<file path="src/rtl/render_pkg.sv">
// Shared widths, constants and FSM states for the screen-space unscaling stage.
package render_pkg;
  localparam int COORD_W  = 21;
  localparam int DIV_W    = 32;
  localparam int NUM_VTX  = 4;
  localparam int NUM_OPND = 2 * NUM_VTX;

  localparam int X_SHIFT = 9;
  localparam int Y_SHIFT = 11;
  localparam logic [DIV_W-1:0] X_DIV = 32'd5;
  localparam logic [DIV_W-1:0] Y_DIV = 32'd15;

  localparam logic signed [COORD_W-1:0] SAT_POS = 21'sh0FFFFF;
  localparam logic signed [COORD_W-1:0] SAT_NEG = 21'sh100000;
  localparam logic [DIV_W-1:0] MAG_POS_MAX = 32'd1048575;
  localparam logic [DIV_W-1:0] MAG_NEG_MAX = 32'd1048576;

  typedef enum logic [1:0] {IDLE, LOAD, ITER, DONE} state_t;

  // Reapply the sign to an unsigned quotient and clamp to the Q15 coordinate range.
  function automatic logic signed [COORD_W-1:0] sat_result(input logic neg,
                                                           input logic [DIV_W-1:0] q);
    logic signed [COORD_W-1:0] r;
    if (!neg) r = (q > MAG_POS_MAX) ? SAT_POS : q[COORD_W-1:0];
    else      r = (q > MAG_NEG_MAX) ? SAT_NEG : (~q[COORD_W-1:0] + 1'b1);
    return r;
  endfunction
endpackage

</file>
<file path="src/rtl/screen_unscaling_if.sv">
// Packet handshake bundle: four scaled vertices in, four normalized vertices out.
interface screen_unscaling_if;
  import render_pkg::*;

  logic in_valid;
  logic in_ready;
  logic out_valid;
  logic out_ready;

  logic signed [COORD_W-1:0] vtx1_X_scaled, vtx1_Y_scaled, vtx1_Z_scaled;
  logic signed [COORD_W-1:0] vtx2_X_scaled, vtx2_Y_scaled, vtx2_Z_scaled;
  logic signed [COORD_W-1:0] vtx3_X_scaled, vtx3_Y_scaled, vtx3_Z_scaled;
  logic signed [COORD_W-1:0] vtx4_X_scaled, vtx4_Y_scaled, vtx4_Z_scaled;

  logic signed [COORD_W-1:0] vtx1_X_raw, vtx1_Y_raw, vtx1_Z_raw;
  logic signed [COORD_W-1:0] vtx2_X_raw, vtx2_Y_raw, vtx2_Z_raw;
  logic signed [COORD_W-1:0] vtx3_X_raw, vtx3_Y_raw, vtx3_Z_raw;
  logic signed [COORD_W-1:0] vtx4_X_raw, vtx4_Y_raw, vtx4_Z_raw;

  modport master (
    output in_valid, out_ready,
    output vtx1_X_scaled, vtx1_Y_scaled, vtx1_Z_scaled,
    output vtx2_X_scaled, vtx2_Y_scaled, vtx2_Z_scaled,
    output vtx3_X_scaled, vtx3_Y_scaled, vtx3_Z_scaled,
    output vtx4_X_scaled, vtx4_Y_scaled, vtx4_Z_scaled,
    input  in_ready, out_valid,
    input  vtx1_X_raw, vtx1_Y_raw, vtx1_Z_raw,
    input  vtx2_X_raw, vtx2_Y_raw, vtx2_Z_raw,
    input  vtx3_X_raw, vtx3_Y_raw, vtx3_Z_raw,
    input  vtx4_X_raw, vtx4_Y_raw, vtx4_Z_raw
  );

  modport slave (
    input  in_valid, out_ready,
    input  vtx1_X_scaled, vtx1_Y_scaled, vtx1_Z_scaled,
    input  vtx2_X_scaled, vtx2_Y_scaled, vtx2_Z_scaled,
    input  vtx3_X_scaled, vtx3_Y_scaled, vtx3_Z_scaled,
    input  vtx4_X_scaled, vtx4_Y_scaled, vtx4_Z_scaled,
    output in_ready, out_valid,
    output vtx1_X_raw, vtx1_Y_raw, vtx1_Z_raw,
    output vtx2_X_raw, vtx2_Y_raw, vtx2_Z_raw,
    output vtx3_X_raw, vtx3_Y_raw, vtx3_Z_raw,
    output vtx4_X_raw, vtx4_Y_raw, vtx4_Z_raw
  );
endinterface

</file>
<file path="src/rtl/screen_unscaling_seq_udiv.sv">
// 32-bit unsigned restoring divider, one quotient bit per cycle, MSB first.
module seq_udiv
  import render_pkg::*;
(
  input  logic             clk,
  input  logic             rst,
  input  logic             start,
  input  logic [DIV_W-1:0] dividend,
  input  logic [DIV_W-1:0] divisor,
  output logic [DIV_W-1:0] quotient,
  output logic             done
);
  logic [DIV_W-1:0] rem, quo;
  logic [DIV_W-1:0] rem_in, quo_in, rem_nxt, quo_nxt;
  logic [DIV_W:0]   trial;
  logic [4:0]       cnt;
  logic             busy;

  // The start edge already performs the first step, so 32 edges yield the full quotient.
  always_comb begin
    rem_in = start ? '0 : rem;
    quo_in = start ? dividend : quo;
    trial  = {rem_in, quo_in[DIV_W-1]} - {1'b0, divisor};
    if (trial[DIV_W]) begin
      rem_nxt = {rem_in[DIV_W-2:0], quo_in[DIV_W-1]};
      quo_nxt = {quo_in[DIV_W-2:0], 1'b0};
    end else begin
      rem_nxt = trial[DIV_W-1:0];
      quo_nxt = {quo_in[DIV_W-2:0], 1'b1};
    end
  end

  always_ff @(posedge clk) begin
    if (rst) begin
      rem  <= '0;
      quo  <= '0;
      cnt  <= '0;
      busy <= 1'b0;
      done <= 1'b0;
    end else if (start) begin
      rem  <= rem_nxt;
      quo  <= quo_nxt;
      cnt  <= 5'd1;
      busy <= 1'b1;
      done <= 1'b0;
    end else if (busy) begin
      rem <= rem_nxt;
      quo <= quo_nxt;
      cnt <= cnt + 5'd1;
      if (cnt == 5'd31) begin
        busy <= 1'b0;
        done <= 1'b1;
      end
    end
  end

  assign quotient = quo;
endmodule

</file>
<file path="src/rtl/screen_unscaling.sv">
// Converts a 4-vertex screen-space packet back to signed Q15 coordinates using one shared divider.
module screen_unscaling
  import render_pkg::*;
(
  input  logic               clk,
  input  logic               rst,
  screen_unscaling_if.slave  bus
);
  state_t state, state_nxt;

  logic signed [COORD_W-1:0] scaled [NUM_OPND];
  logic signed [COORD_W-1:0] z_in   [NUM_VTX];
  logic signed [COORD_W-1:0] opnd   [NUM_OPND];
  logic signed [COORD_W-1:0] res    [NUM_OPND];
  logic signed [COORD_W-1:0] z_res  [NUM_VTX];

  logic [2:0]         idx;
  logic [4:0]         iter;
  logic               in_ready, out_valid, div_start, div_done;
  logic [COORD_W-1:0] cur, mag;
  logic               neg;
  logic [DIV_W-1:0]   dividend, divisor, quotient;

  assign scaled[0] = bus.vtx1_X_scaled;
  assign scaled[1] = bus.vtx1_Y_scaled;
  assign scaled[2] = bus.vtx2_X_scaled;
  assign scaled[3] = bus.vtx2_Y_scaled;
  assign scaled[4] = bus.vtx3_X_scaled;
  assign scaled[5] = bus.vtx3_Y_scaled;
  assign scaled[6] = bus.vtx4_X_scaled;
  assign scaled[7] = bus.vtx4_Y_scaled;
  assign z_in[0]   = bus.vtx1_Z_scaled;
  assign z_in[1]   = bus.vtx2_Z_scaled;
  assign z_in[2]   = bus.vtx3_Z_scaled;
  assign z_in[3]   = bus.vtx4_Z_scaled;

  // Odd indices are Y operands; the magnitude of -2^20 is exactly 2^20 as an unsigned value.
  always_comb begin
    cur      = opnd[idx];
    neg      = cur[COORD_W-1];
    mag      = neg ? (~cur + 1'b1) : cur;
    dividend = idx[0] ? (DIV_W'(mag) << Y_SHIFT) : (DIV_W'(mag) << X_SHIFT);
    divisor  = idx[0] ? Y_DIV : X_DIV;
  end

  seq_udiv u_div (
    .clk      (clk),
    .rst      (rst),
    .start    (div_start),
    .dividend (dividend),
    .divisor  (divisor),
    .quotient (quotient),
    .done     (div_done)
  );

  always_ff @(posedge clk) begin
    if (rst) state <= IDLE;
    else     state <= state_nxt;
  end

  always_comb begin
    state_nxt = state;
    in_ready  = 1'b0;
    out_valid = 1'b0;
    div_start = 1'b0;
    case (state)
      IDLE: begin
        in_ready = 1'b1;
        if (bus.in_valid) state_nxt = LOAD;
      end
      LOAD: begin
        div_start = 1'b1;
        state_nxt = ITER;
      end
      ITER: if (iter == 5'd31) state_nxt = (idx == 3'd7) ? DONE : LOAD;
      DONE: begin
        out_valid = 1'b1;
        if (bus.out_ready) state_nxt = IDLE;
      end
      default: state_nxt = IDLE;
    endcase
  end

  always_ff @(posedge clk) begin
    if (rst) begin
      idx  <= '0;
      iter <= '0;
      for (int i = 0; i < NUM_OPND; i++) begin
        opnd[i] <= '0;
        res[i]  <= '0;
      end
      for (int i = 0; i < NUM_VTX; i++) z_res[i] <= '0;
    end else begin
      case (state)
        IDLE: if (bus.in_valid && in_ready) begin
          idx <= '0;
          for (int i = 0; i < NUM_OPND; i++) opnd[i] <= scaled[i];
          for (int i = 0; i < NUM_VTX; i++) z_res[i] <= z_in[i];
        end
        LOAD: iter <= '0;
        ITER: begin
          iter <= iter + 5'd1;
          if (iter == 5'd31) begin
            if (div_done) res[idx] <= sat_result(neg, quotient);
            if (idx != 3'd7) idx <= idx + 3'd1;
          end
        end
        default: ;
      endcase
    end
  end

  assign bus.in_ready   = in_ready;
  assign bus.out_valid  = out_valid;
  assign bus.vtx1_X_raw = res[0];
  assign bus.vtx1_Y_raw = res[1];
  assign bus.vtx2_X_raw = res[2];
  assign bus.vtx2_Y_raw = res[3];
  assign bus.vtx3_X_raw = res[4];
  assign bus.vtx3_Y_raw = res[5];
  assign bus.vtx4_X_raw = res[6];
  assign bus.vtx4_Y_raw = res[7];
  assign bus.vtx1_Z_raw = z_res[0];
  assign bus.vtx2_Z_raw = z_res[1];
  assign bus.vtx3_Z_raw = z_res[2];
  assign bus.vtx4_Z_raw = z_res[3];
endmodule

</file>
<file path="src/flat_wrapper.sv">
// flat-port wrapper written by rule: the top's interface ports become plain ports
module screen_unscaling_flat import render_pkg::*;
  (clk, rst, bus_in_valid, bus_out_ready, bus_vtx1_X_scaled, bus_vtx1_Y_scaled, bus_vtx1_Z_scaled, bus_vtx2_X_scaled, bus_vtx2_Y_scaled, bus_vtx2_Z_scaled, bus_vtx3_X_scaled, bus_vtx3_Y_scaled, bus_vtx3_Z_scaled, bus_vtx4_X_scaled, bus_vtx4_Y_scaled, bus_vtx4_Z_scaled, bus_in_ready, bus_out_valid, bus_vtx1_X_raw, bus_vtx1_Y_raw, bus_vtx1_Z_raw, bus_vtx2_X_raw, bus_vtx2_Y_raw, bus_vtx2_Z_raw, bus_vtx3_X_raw, bus_vtx3_Y_raw, bus_vtx3_Z_raw, bus_vtx4_X_raw, bus_vtx4_Y_raw, bus_vtx4_Z_raw);
  screen_unscaling_if bus_i ();
  input  logic clk;
  input  logic rst;
  input wire logic [$bits(bus_i.in_valid)-1:0] bus_in_valid;
  input wire logic [$bits(bus_i.out_ready)-1:0] bus_out_ready;
  input wire logic [$bits(bus_i.vtx1_X_scaled)-1:0] bus_vtx1_X_scaled;
  input wire logic [$bits(bus_i.vtx1_Y_scaled)-1:0] bus_vtx1_Y_scaled;
  input wire logic [$bits(bus_i.vtx1_Z_scaled)-1:0] bus_vtx1_Z_scaled;
  input wire logic [$bits(bus_i.vtx2_X_scaled)-1:0] bus_vtx2_X_scaled;
  input wire logic [$bits(bus_i.vtx2_Y_scaled)-1:0] bus_vtx2_Y_scaled;
  input wire logic [$bits(bus_i.vtx2_Z_scaled)-1:0] bus_vtx2_Z_scaled;
  input wire logic [$bits(bus_i.vtx3_X_scaled)-1:0] bus_vtx3_X_scaled;
  input wire logic [$bits(bus_i.vtx3_Y_scaled)-1:0] bus_vtx3_Y_scaled;
  input wire logic [$bits(bus_i.vtx3_Z_scaled)-1:0] bus_vtx3_Z_scaled;
  input wire logic [$bits(bus_i.vtx4_X_scaled)-1:0] bus_vtx4_X_scaled;
  input wire logic [$bits(bus_i.vtx4_Y_scaled)-1:0] bus_vtx4_Y_scaled;
  input wire logic [$bits(bus_i.vtx4_Z_scaled)-1:0] bus_vtx4_Z_scaled;
  output wire logic [$bits(bus_i.in_ready)-1:0] bus_in_ready;
  output wire logic [$bits(bus_i.out_valid)-1:0] bus_out_valid;
  output wire logic [$bits(bus_i.vtx1_X_raw)-1:0] bus_vtx1_X_raw;
  output wire logic [$bits(bus_i.vtx1_Y_raw)-1:0] bus_vtx1_Y_raw;
  output wire logic [$bits(bus_i.vtx1_Z_raw)-1:0] bus_vtx1_Z_raw;
  output wire logic [$bits(bus_i.vtx2_X_raw)-1:0] bus_vtx2_X_raw;
  output wire logic [$bits(bus_i.vtx2_Y_raw)-1:0] bus_vtx2_Y_raw;
  output wire logic [$bits(bus_i.vtx2_Z_raw)-1:0] bus_vtx2_Z_raw;
  output wire logic [$bits(bus_i.vtx3_X_raw)-1:0] bus_vtx3_X_raw;
  output wire logic [$bits(bus_i.vtx3_Y_raw)-1:0] bus_vtx3_Y_raw;
  output wire logic [$bits(bus_i.vtx3_Z_raw)-1:0] bus_vtx3_Z_raw;
  output wire logic [$bits(bus_i.vtx4_X_raw)-1:0] bus_vtx4_X_raw;
  output wire logic [$bits(bus_i.vtx4_Y_raw)-1:0] bus_vtx4_Y_raw;
  output wire logic [$bits(bus_i.vtx4_Z_raw)-1:0] bus_vtx4_Z_raw;
  assign bus_i.in_valid = bus_in_valid;
  assign bus_i.out_ready = bus_out_ready;
  assign bus_i.vtx1_X_scaled = bus_vtx1_X_scaled;
  assign bus_i.vtx1_Y_scaled = bus_vtx1_Y_scaled;
  assign bus_i.vtx1_Z_scaled = bus_vtx1_Z_scaled;
  assign bus_i.vtx2_X_scaled = bus_vtx2_X_scaled;
  assign bus_i.vtx2_Y_scaled = bus_vtx2_Y_scaled;
  assign bus_i.vtx2_Z_scaled = bus_vtx2_Z_scaled;
  assign bus_i.vtx3_X_scaled = bus_vtx3_X_scaled;
  assign bus_i.vtx3_Y_scaled = bus_vtx3_Y_scaled;
  assign bus_i.vtx3_Z_scaled = bus_vtx3_Z_scaled;
  assign bus_i.vtx4_X_scaled = bus_vtx4_X_scaled;
  assign bus_i.vtx4_Y_scaled = bus_vtx4_Y_scaled;
  assign bus_i.vtx4_Z_scaled = bus_vtx4_Z_scaled;
  assign bus_in_ready = bus_i.in_ready;
  assign bus_out_valid = bus_i.out_valid;
  assign bus_vtx1_X_raw = bus_i.vtx1_X_raw;
  assign bus_vtx1_Y_raw = bus_i.vtx1_Y_raw;
  assign bus_vtx1_Z_raw = bus_i.vtx1_Z_raw;
  assign bus_vtx2_X_raw = bus_i.vtx2_X_raw;
  assign bus_vtx2_Y_raw = bus_i.vtx2_Y_raw;
  assign bus_vtx2_Z_raw = bus_i.vtx2_Z_raw;
  assign bus_vtx3_X_raw = bus_i.vtx3_X_raw;
  assign bus_vtx3_Y_raw = bus_i.vtx3_Y_raw;
  assign bus_vtx3_Z_raw = bus_i.vtx3_Z_raw;
  assign bus_vtx4_X_raw = bus_i.vtx4_X_raw;
  assign bus_vtx4_Y_raw = bus_i.vtx4_Y_raw;
  assign bus_vtx4_Z_raw = bus_i.vtx4_Z_raw;
  screen_unscaling u_core (.clk(clk), .rst(rst), .bus(bus_i));
endmodule
</file>
<file path="config.mk">
export PLATFORM = sky130hd
export DESIGN_NAME = screen_unscaling_flat
export DESIGN_NICKNAME = d
export VERILOG_FILES = /design/src/rtl/render_pkg.sv /design/src/rtl/screen_unscaling_if.sv /design/src/rtl/screen_unscaling_seq_udiv.sv /design/src/rtl/screen_unscaling.sv /design/src/flat_wrapper.sv
export SDC_FILE = /design/constraint.sdc
export NUM_CORES = 1
export LEC_CHECK = 0
export ABC_AREA = 1
export CORE_MARGIN = 10
export CORE_UTILIZATION = 47
export DETAILED_ROUTE_END_ITERATION = 10
export PLACE_DENSITY = 0.73
export SYNTH_ARGS = -nofsm -noshare
export SYNTH_HDL_FRONTEND = slang
export SYNTH_SLANG_ARGS = --single-unit
</file>
<file path="constraint.sdc">
create_clock -name clk -period 15.2 [get_ports clk]
set_input_delay 1.52 -clock clk [delete_from_list [all_inputs] [get_ports clk]]
set_output_delay 1.52 -clock clk [all_outputs]
set_load 0.05 [all_outputs]
</file>
==> reports/metrics.cfg, run 1 <==
[synthesis]
synthSimpleGateAreaFrac_pct=20.9
synth-xor-area-share_pct=1.44
synth_cell_type_count=48
ys_ff_latch=504
synth.avg_cell_area_um2=8.93
synth_edf_count=420
synth_compound_area_share_pct=5.98
synth_nets=2929
ys_warn_count=0
syn_inst=2658
synth_top_family_by_area=simple AND/OR/NAND/NOR gates
synthAdderAreaFrac_pct=0.823
synth_seq_area_share_pct=60.2
synth_ff_type=edfxtp_1
mappedNetlistArea_mm2=0.0237
async_flop_share_pct=0
synthMuxAreaShare_pct=0

[clocking]
cts_root_buffer=clkbuf_16
clock_latency_ns=0.60
cts_setup_buffers=0
cts-buffers-inserted=53
cts_tree=done
clk_pin_slew_worst_paths_ns=0.06
htree_levels=2
cts_resized=0
clkSinkCount=504
clockBufferDepth=3
hold_buffers=0

[place]
dpl_cell_area_mm2=0.0292
dp_hpwl_mm=51.2
io_buffers=509
place.gp.congestion=0.914

[sta]
hold_ws_ns=0.466
fin_crit_ns=4.99
fmax_mhz=201
setup_viol=0
timing.final.crit_share_pct=32.8
relSlewSlack_pct=17.8
slew_violations=0
setup_tns_ns=0
rsz0062_at_grt=no
finalHoldViolCount=0
worst_pin_slew_ns=1.23
finClkSkew_ns=0.0157

[route]
drtPass1Iterations=5
drcViolationCount=0
viasPerCell=5.00
wirelength_mm=69.3
wire_per_inst_um=18.1
ant_nets=0
vias=19100
drtIter0Drc=1720

[die]
core_mm2=0.0501
rows=82
dieHeight_um=245
die-area_mm2=0.0599
fp.dieW_um=245
start_util_pct=47.4
num_io_pins=510

[job]
cap_violations=0

[finish]
final_cell_mix=nor2_1 (555), clkdlybuf4s50_1 (508), inv_1 (500)
layout_commonest_cell=nor2_1
final_cell_area_mm2=0.0310
nets=3382
drive_gt1_share_pct=4.73
area_growth_pct=30.7

[grt]
antenna_found_initial=15
grt_pass1_vias=19200
grt_usage_pct=22.5
grt_pass1_wl_mm=107
grt_overflow_total=0
grt_max_degree=112

[setup_path]
r2r-end=u_core.u_div.rem[25]$_SDFFE_PP0P_
cpMaxStageDelayCell=buf_4
worstPathArrival_ns=5.52
crit_path_max_fanout=85
critical_path_class=reg -> reg
crit_path_start_kind=flop
crit_end=u_core.u_div.rem[25]$_SDFFE_PP0P_
cp-end-kind=flop
cpPeakStageDelay_ns=0.65
worstPathRequired_ns=15.73
r2r_slack_ns=10.21
ff2ff_path_depth=28

[pwr]
p_leak_nw=13.6
peakVddDrop_uv=110
p_per_area_mw_per_mm2=171

[run_status]
outcome=completed

[hold_path]
hold_path.class=reg -> reg

[critical path, delay by kind of cell, from the launching register on]
family                   cells  cell delay [ns]
AO/OA/AOI/OAI                2             0.37
buffers and inverters        4             1.39
flip-flops                   1             0.31
adder cells (fa/ha/maj)      2             0.38
AND/OR/NAND/NOR             20             2.40
[worst min path at each step]
stage | startpoint | depth (start not counted) | slack [ns] | end
2_1_floorplan | u_core.u_div.done$_SDFFE_PP0P_ | 2 | 0.44 | u_core.u_div.done$_SDFFE_PP0P_
3_5_place_dp | u_core.u_div.rem[12]$_SDFFE_PP0P_ | 2 | 0.46 | u_core.u_div.rem[12]$_SDFFE_PP0P_
4_1_cts | u_core.u_div.rem[12]$_SDFFE_PP0P_ | 2 | 0.47 | u_core.u_div.rem[12]$_SDFFE_PP0P_
5_1_grt | u_core.u_div.rem[29]$_SDFFE_PP0P_ | 2 | 0.49 | u_core.u_div.rem[29]$_SDFFE_PP0P_
6_report | u_core.u_div.rem[26]$_SDFFE_PP0P_ | 2 | 0.47 | u_core.u_div.rem[26]$_SDFFE_PP0P_
3_3_place_gp | u_core.u_div.rem[30]$_SDFFE_PP0P_ | 2 | 0.45 | u_core.u_div.rem[30]$_SDFFE_PP0P_
[synth_stat cells (all sizes together) (6+ instances only)]
cell | instances | area [µm²]
a31oi | 16 | 106
xnor2 | 11 | 96.3
nand2 | 411 | 1570
o21ai | 143 | 723
nor2 | 580 | 2240
ha | 14 | 175
dfxtp | 84 | 1680
nor4 | 11 | 83.8
nand3 | 156 | 791
nand4 | 17 | 121
xor2 | 28 | 245
buf | 43 | 285
nor3 | 22 | 121
edfxtp | 420 | 12600
clkbuf | 83 | 314
a21oi | 78 | 394
o211ai | 9 | 67.6
inv | 510 | 1910
a211oi | 6 | 45.0
[layout make-up]
class	instances	area, µm²
tap	672	841
inverter	510	1910
clock inverter	32	384
antenna	8	20.0
multi-input combinational	1518	6940
clock buffer	63	1410
fill	4163	19100
sequential	504	14300
timing repair buffer	524	5200
[layer usage]
metal	up-vias	share of wire, %	track usage [%]
li1	9317	-	-
met1	8925	38	25.6
met2	774	49	38.9
met3	113	11	9.04
met4	16	1.9	5.74
met5	-	0.16	0
[cell families (layout without fill, tap and decap cells)]
logic type / count (synthesis) / after routing
buffers and inverters: 636 / 1129
AND/OR/NAND/NOR: 1203 / 1203
adder cells (fa/ha/maj): 15 / 15
flip-flops: 504 / 504
AO/OA/AOI/OAI: 261 / 261
other: 0 / 8
XOR/XNOR: 39 / 39
[per-stage QoR]
stage          cells  setup WS (ns)  power (mW)  util, %
6_report        3831          10.21        5.31     61.9
5_1_grt         3826           9.65        5.62     61.9
4_1_cts         3823          10.25        5.31     61.9
3_5_place_dp    3728          10.15        3.96     58.3
3_3_place_gp    3728          10.20        3.92     58.3
2_1_floorplan   2658           7.09        3.37        -
[power by group]
| group | internal, mW | total, mW | switching [mW] |
|---|---|---|---|
| logic | 0.600 | 2.07 | 1.47 |
| registers | 1.78 | 1.89 | 0.112 |
| clock network | 0.809 | 1.35 | 0.538 |
| total | 3.18 | 5.31 | 2.12 |
[state kept, by name, summed over array words and instances (netlist names), named ones only]
signal                 cells
u_core.opnd              168
u_core.iter                5
u_core.u_div.cnt           5
u_core.u_div.rem          32
u_core.state               2
u_core.u_div.done          1
u_core.res               168
u_core.z_res              84
u_core.idx                 3
u_core.u_div.busy          1
u_core.u_div.quotient     32
Power figures use the tool's default switching activity.
==> run 2, diff against run 1 <==
Clock period 15.2 ns to 4.6 ns, I/O delays scaled along.
==> run 2 against run 1 <==
- first-iteration DRC count is 9.9% lower
- total power grew to 3.3 times the previous value
- sequential share of layout area shrank 0.17 points
- critical path depth shrank 2
- critical endpoint is now u_core.u_div.rem[15]$_SDFFE_PP0P_
- critical path type unchanged
- highest routed layer unchanged
==> reports/metrics.cfg, run 2 (same netlist as run 1, synthesis figures left out) <==
[sta]
setup_tns_ns=0
timing.final.crit_share_pct=90.7
hold_ws_ns=0.464
layout_setup_ws_ns=0.428
worst_pin_slew_ns=1.24
fin_crit_ns=4.17
fmax_mhz=240
rsz0062_at_grt=no
finalHoldViolCount=0
slew_violations=0
setup_viol=0
finClkSkew_ns=0.0265
relSlewSlack_pct=17.3

[place]
io_buffers=509
dp_hpwl_mm=52.3
pre_cts_slack_ns=0.423
place.gp.congestion=0.901

[finish]
nets=3401
layout_commonest_cell=nor2_1
fin_util_pct=62.2
drive_gt1_share_pct=5.55
final_cell_mix=nor2_1 (555), clkdlybuf4s50_1 (508), inv_1 (500)
area_growth_pct=31.2
reg_top3=u_core.opnd x168, u_core.res x168, u_core.z_res x84

[setup_path]
crit_path_max_fanout=84
cpMaxStageDelayCell=dfxtp_2
crit_path_start_kind=flop
cpPeakStageDelay_ns=0.45
cp-end-kind=flop
worstPathArrival_ns=4.66
r2r_slack_ns=0.43
crit_top_cell=nand2_1
critical_path_class=reg -> reg
worstPathRequired_ns=5.09

[route]
wl_met3_mm=7.58
vias=19300
viasPerCell=5.02
met2WireLength_mm=34.8
drcViolationCount=0
drtPass1Iterations=6
drtIter0Drc=1549
topRoutingLayerUsed=met5
wire_per_inst_um=18.5
drt-met1-wl_mm=27.1
ant_nets=0
wirelength_mm=71.1

[job]
cap_violations=0

[grt]
grt_overflow_total=0
grt_max_degree=100
grt_pass1_vias=19300
grt_pass1_wl_mm=109
grt_usage_pct=22.9
antenna_found_initial=10

[clocking]
cts-buffers-inserted=53
clkSinkCount=504
cts_root_buffer=clkbuf_16
clock_latency_ns=0.61
htree_levels=2
cts_tree=done
hold_buffers=0
cts_resized=0
clk_pin_slew_worst_paths_ns=0.06
clockBufferDepth=3
cts_setup_buffers=0

[die]
fp.dieW_um=245
num_io_pins=510
start_util_pct=47.4
core_mm2=0.0501
rows=82
dieHeight_um=245
die-area_mm2=0.0599

[hold_path]
hold_path.class=reg -> reg

[pwr]
peakVddDrop_uv=491
p_leak_nw=13.6
p_per_area_mw_per_mm2=557

[run_status]
outcome=completed

## run 2: changes by cell type in the layout (fill, tap and decap cells not counted), moves of 4 or more
cell	change
buf_4	+12
clkinvlp_4	+4
bufinv_16	-5
clkbuf_1	-4
clkinv_2	+10
buf_12	+4
## run 2: worst max-delay path, delay by kind of cell (launching register included)
kind / cells / cell delay, ns
flops: 1 / 0.45
compound gates: 4 / 0.73
buf+inv: 4 / 0.48
simple gates: 16 / 1.97
fa+ha+maj: 2 / 0.39
## run 2: final timing paths
kind,from,to,cells after the start
worst max-delay path,flop,u_core.u_div.rem[15]$_SDFFE_PP0P_,26
worst min register to register,u_core.u_div.rem[26]$_SDFFE_PP0P_,u_core.u_div.rem[26]$_SDFFE_PP0P_,2
worst max register to register,flop,u_core.u_div.rem[15]$_SDFFE_PP0P_,26
worst min-delay path,u_core.u_div.rem[26]$_SDFFE_PP0P_,u_core.u_div.rem[26]$_SDFFE_PP0P_,2
## run 2: layer usage
layer,track usage [%],up-vias
met5,0,-
met1,26.2,9007
li1,-,9359
met2,39.6,857
met4,6.74,8
met3,8.26,105
## run 2: power breakdown
group	internal (mW)	switching, mW
sequential	5.86	0.363
clock	2.34	1.81
combinational	2.05	4.94
total	10.2	7.11
## run 2: per-stage QoR
stage	std cells	power [mW]	instance area, µm²
after global placement	3746	13.1	29400
after detailed placement	3746	13.2	29400
after floorplan	2658	11.1	23700
after CTS	3842	17.4	31100
after global routing	3845	18.4	31100
final	3851	17.4	31100
## run 2: layout make-up
| cell class | instances | area [µm²] |
|---|---|---|
| multi-input combinational | 1518 | 6960 |
| sequential | 504 | 14300 |
| timing repair buffer | 543 | 5440 |
| clock inverter | 39 | 315 |
| clock buffer | 57 | 1340 |
| inverter | 510 | 1910 |
| tap | 672 | 841 |
| fill | 4119 | 18900 |
| antenna | 8 | 20.0 |
==> run 3, diff against run 2 <==
Settings changed: TNS_END_PERCENT from default to 100.
==> results of run 3 <==
No change in the layout: final DEF, timing and power equal those of run 2.
